[src/rtl/wb_arbiter.sv]
// Writeback-port arbiter: merges single-cycle ALU results and buffered
// long-latency results onto the register file's single registered write port.
module wb_arbiter #(
  parameter int unsigned DEPTH = 4
) (
  input  logic        clk,
  input  logic        rst,
  input  logic        alu_valid,
  input  logic [4:0]  alu_rd,
  input  logic [31:0] alu_data,
  output logic        alu_stall,
  input  logic        ml_valid,
  output logic        ml_ready,
  input  logic [4:0]  ml_rd,
  input  logic [31:0] ml_data,
  output logic        wsig,
  output logic [4:0]  wadd,
  output logic [31:0] wdata,
  output logic [31:0] pend_mask
);

  localparam int unsigned PW = (DEPTH > 1) ? $clog2(DEPTH) : 1;
  localparam int unsigned CW = $clog2(DEPTH + 1);

  logic          r_live [DEPTH];
  logic [4:0]    r_rd   [DEPTH];
  logic [31:0]   r_data [DEPTH];
  logic [PW-1:0] r_head;
  logic [PW-1:0] r_tail;
  logic [CW-1:0] r_count;

  logic          r_wsig;
  logic [4:0]    r_wadd;
  logic [31:0]   r_wdata;

  logic          w_full;
  logic          w_empty;
  logic          w_alu_sel;
  logic          w_pop;
  logic          w_push;
  logic          w_kill;
  logic          w_wr_en;
  logic [4:0]    w_wr_rd;
  logic [31:0]   w_wr_data;

  // Port selection: a full FIFO drains first, then ALU, then FIFO, else idle.
  always_comb begin
    w_full    = (r_count == CW'(DEPTH));
    w_empty   = (r_count == '0);
    w_alu_sel = !w_full && alu_valid;
    w_pop     = w_full || (!alu_valid && !w_empty);
    w_push    = ml_valid && !w_full;
    w_kill    = w_alu_sel && (alu_rd != 5'd0);
    w_wr_en   = 1'b0;
    w_wr_rd   = r_rd[r_head];
    w_wr_data = r_data[r_head];
    if (w_alu_sel) begin
      w_wr_en   = (alu_rd != 5'd0);
      w_wr_rd   = alu_rd;
      w_wr_data = alu_data;
    end else if (w_pop) begin
      w_wr_en   = r_live[r_head];
    end
  end

  assign alu_stall = w_full && alu_valid;
  assign ml_ready  = !w_full;
  assign wsig      = r_wsig;
  assign wadd      = r_wadd;
  assign wdata     = r_wdata;

  // Outstanding destinations; slots that are not occupied always have live = 0.
  always_comb begin
    pend_mask = '0;
    for (int i = 0; i < int'(DEPTH); i++) begin
      if (r_live[i]) pend_mask[r_rd[i]] = 1'b1;
    end
    pend_mask[0] = 1'b0;
  end

  // FIFO storage: pop retires head, ALU write kills older same-rd entries, push lands last.
  always_ff @(posedge clk) begin
    if (!rst) begin
      r_head  <= '0;
      r_tail  <= '0;
      r_count <= '0;
      for (int i = 0; i < int'(DEPTH); i++) r_live[i] <= 1'b0;
    end else begin
      if (w_pop) begin
        r_live[r_head] <= 1'b0;
        r_head         <= r_head + PW'(1);
      end
      if (w_kill) begin
        for (int i = 0; i < int'(DEPTH); i++) begin
          if (r_rd[i] == alu_rd) r_live[i] <= 1'b0;
        end
      end
      if (w_push) begin
        r_live[r_tail] <= (ml_rd != 5'd0);
        r_rd[r_tail]   <= ml_rd;
        r_data[r_tail] <= ml_data;
        r_tail         <= r_tail + PW'(1);
      end
      r_count <= r_count + CW'(w_push) - CW'(w_pop);
    end
  end

  // Write-port register; address and data hold whenever no write is emitted.
  always_ff @(posedge clk) begin
    if (!rst) begin
      r_wsig  <= 1'b0;
      r_wadd  <= '0;
      r_wdata <= '0;
    end else begin
      r_wsig <= w_wr_en;
      if (w_wr_en) begin
        r_wadd  <= w_wr_rd;
        r_wdata <= w_wr_data;
      end
    end
  end

endmodule

[config.mk]
export PLATFORM = sky130hd
export DESIGN_NAME = wb_arbiter
export DESIGN_NICKNAME = d
export VERILOG_FILES = /design/src/rtl/wb_arbiter.sv
export SDC_FILE = /design/constraint.sdc
export NUM_CORES = 1
export LEC_CHECK = 0
export CORE_MARGIN = 1.5
export CORE_UTILIZATION = 40
export CTS_BUF_LIST = sky130_fd_sc_hd__clkbuf_4
export CTS_CLUSTER_SIZE = 20
export DETAILED_ROUTE_END_ITERATION = 7
export PLACE_DENSITY = 0.6
export SETUP_SLACK_MARGIN = 0.5
export SLEW_MARGIN = 10
export SYNTH_ARGS = -nofsm -noshare
export SYNTH_HDL_FRONTEND = slang
export SYNTH_SLANG_ARGS = --single-unit
[constraint.sdc]
create_clock -name clk -period 2.6 [get_ports clk]
set_input_delay 0.52 -clock clk [delete_from_list [all_inputs] [get_ports clk]]
set_output_delay 0.52 -clock clk [all_outputs]
set_load 0.05 [all_outputs]
==> impl_metrics.yaml <==
run_status:
  status: "finished with violations"
  violations: "negative setup slack"
critical_path:
  cp_data_required_time_ps: 2080
  path_class: "flop to primary output"
  path_max_fanout: 7
  slowest_delay_ps: 530
  startpoint_type: "flop"
  cp_slowest_cell: "or3b_4"
  r2r-start: "r_count[1]$_SDFF_PN0_"
  cp-end-kind: "primary output"
  path_cells: "or3b_4 > o32ai_2 > a221o_2 > buf_12"
  crit_arrival_ps: 2180
  startpoint: "r_rd[2][1]$_DFFE_PP_"
timing:
  hold_violations: 0
  finalSetupViolCount: 15
  max-slew-margin-rel_pct: 43.8
  slew_viol_final: 0
  layout_setup_ws_ps: -100
  min_period_over_period_pct: 104
  hold_ws_ps: 507
  worst_pin_slew_ps: 841
  fin_setup_tns_ps: -575
  max_freq_mhz: 370
  layout_min_cycle_time_ps: 2700
  rsz0062_at_grt: "true"
  clock_skew_ps: 26.1
synth:
  synth_area_leaders: "edfxtp_1 48%, dfxtp_1 11%, mux4_2 9.2%"
  yosys_warnings: 0
  avgSynthCellArea_um2: 13.3
  synth_compound_area_share_pct: 9.94
  synth-simple-area-share_pct: 13.8
  yosysTopAreaCell: "edfxtp_1"
  yosysSeqAreaShare_pct: 59.1
  synth_area_mm2: 0.00926
  ys_ff_latch: 199
  muxShareOfSynthArea_pct: 9.24
  synth_cell_types: 47
  synth_top_cell_area_share_pct: 48.3
  synth-edff-count: 149
  synth-adder-area-share_pct: 1.57
  synthXorXnorAreaFrac_pct: 2.27
  synth_cells: 698
  synth_nets: 787
  synth-main-ff-cell: "edfxtp_1"
  synth_top_family_by_area: "simple AND/OR/NAND/NOR gates"
  async_flop_share_pct: 0
global_route:
  grt.overflow.total: 0
  antenna_found_initial: 1
  grt_start_max_net_pins: 42
  grt_pass1_vias: 7532
  grt_pass1_wl_um: 43800
  grt.total_usage_pct: 24.3
floorplan:
  die_y_um: 155
  num_rows: 55
  core-area_mm2: 0.0227
  initial_utilization_pct: 40.8
  num_io_pins: 150
  die_w_um: 155
  dieArea_mm2: 0.0241
drt:
  via_count: 7334
  antenna_left: 0
  dr.first_iter.drc_count: 495
  finalWirelength_um: 28600
  routedWlPerCell_um: 23.3
  drt_pre_antenna_iters: 5
  drt-vias-per-instance: 5.99
  route.detailed.drc: 0
place:
  dp_hpwl_um: 17600
  portBuffers: 148
  gp_congestion: 0.887
clock_network:
  cts_tree: "done"
  cts_buffers: 17
  insertion_delay_ps: 610
  ctsLongestPathBuffers: 2
  htree_levels: 4
  clk_pin_slew_ps: 170
  cts.sink_count: 199
  root_buffer: "clkbuf_4"
  postCtsHoldBufs: 0
hold_path:
  worstHoldPathType: "input pin to flop"
  worstHoldStart: "alu_valid"
power:
  power.density_mw_per_mm2: 748
  ir_worst_vdd_mv: 0.456
  leakage_uw: 0.00460
final_layout:
  layout.nets: 1014
  fillerInstances: 1803
  drive_gt1_share_pct: 37.7
  final_common_cell: "edfxtp_1"
  layout_common_cells: "149 x edfxtp_1, 92 x buf_4, 76 x clkdlybuf4s50_1, 43 x dfxtp_1, 39 x nand2_1"
  area_growth_pct: 42.1
job:
  cap_violations: 0
[cell usage after synthesis, drive strengths merged (3+ instances only)]
cell type and n:
edfxtp 149, nor4 3, a22oi 14, a221o 11
nand3 30, nand3b 12, xor2 10, o211ai 6
nor3b 27, nor2 23, or3b 4, o22ai 10
a221oi 18, xnor2 14, o221ai 18, mux4 38
ha 10, nor3 40, buf 24, dfxtp 50
inv 18, a21oi 9, and3b 8, nand2 45
or3 3, and2 6, a311oi 19, clkbuf 41
and3 23
[per-stage QoR]
| stage | instances | power, uW | setup WS, ps | cell area, um2 | utilization [%] |
|---|---|---|---|---|---|
| after floorplan | 698 | 6550 | 283 | 9550 | - |
| after global placement | 1101 | 7630 | 136 | 11600 | 50.9 |
| after detailed placement | 1101 | 7700 | 53.6 | 11600 | 50.9 |
| after CTS | 1214 | 9780 | -114 | 13000 | 57.3 |
| after global routing | 1224 | 10300 | -180 | 13200 | 58.0 |
| final | 1224 | 9840 | -100 | 13200 | 58.0 |
[sequential cells by signal (all words and copies together) (netlist names), 2 cells and up, named ones only]
register and flops:
wadd 5, r_head 2, r_live 4, r_tail 2, r_count 3, r_rd 20
wdata 32, r_data 128
[kinds of logic (layout without fill, tap and decap cells)]
family / after synthesis / count (layout)
xor gates and xnor gates: 24 / 24
AOI/OAI and AO/OA: 112 / 112
muxes: 38 / 38
buffers and inverters: 83 / 323
adders and majority gates: 11 / 11
other: 1 / 2
DFF: 199 / 199
and+or+nand+nor: 230 / 230
[final timing paths]
check,slack (ps),cells after the start,to
max,-100,4,pend_mask[12]
min,510,5,flop
max reg2reg,330,10,r_count[2]$_SDFF_PN0_
min reg2reg,540,2,r_tail[1]$_SDFFE_PN0P_
[area by class of cell]
class	count	area, um2	area share [%]
Tap cell	285	357	2.71
Inverter	18	73.8	0.561
Sequential cell	199	5490	41.7
Timing Repair Buffer	273	2860	21.7
Multi-Input combinational cell	416	4060	30.8
Antenna cell	1	2.50	0.0190
Clock buffer	17	128	0.970
Clock inverter	15	200	1.52
[metal layers]
metal / share of wire, % / wire length [um] / vias to the layer above / GRT usage [%]
li1: - / - / 3211 / -
met1: 42 / 11900 / 3745 / 30.9
met2: 51 / 14400 / 318 / 41.8
met3: 5.4 / 1550 / 60 / 4.40
met4: 2.4 / 692 / 0 / 8.66
met5: 0 / 0 / - / 0
[what timing repair did]
action,4_1_cts,5_1_grt
buffers inserted,79,9
pin swaps,25,18
cloned,2,0
endpoints found under the setup margin,191,79
resized for setup,156,65
[where the power goes]
part	internal, uW	switching, uW	leakage (uW)	total, uW
sequential	3800	228	0.00177	4030
clock	633	1190	0.000173	1820
combinational	1700	2280	0.00265	3990
[worst max-delay path, delay by kind of cell (launching register included)]
family / cells / cell delay (ps)
AND/OR/NAND/NOR: 1 / 530
AO/OA/AOI/OAI: 2 / 410
buffers and inverters: 1 / 140
flip-flops: 1 / 510
No activity file was read; power rests on OpenSTA's default activity.
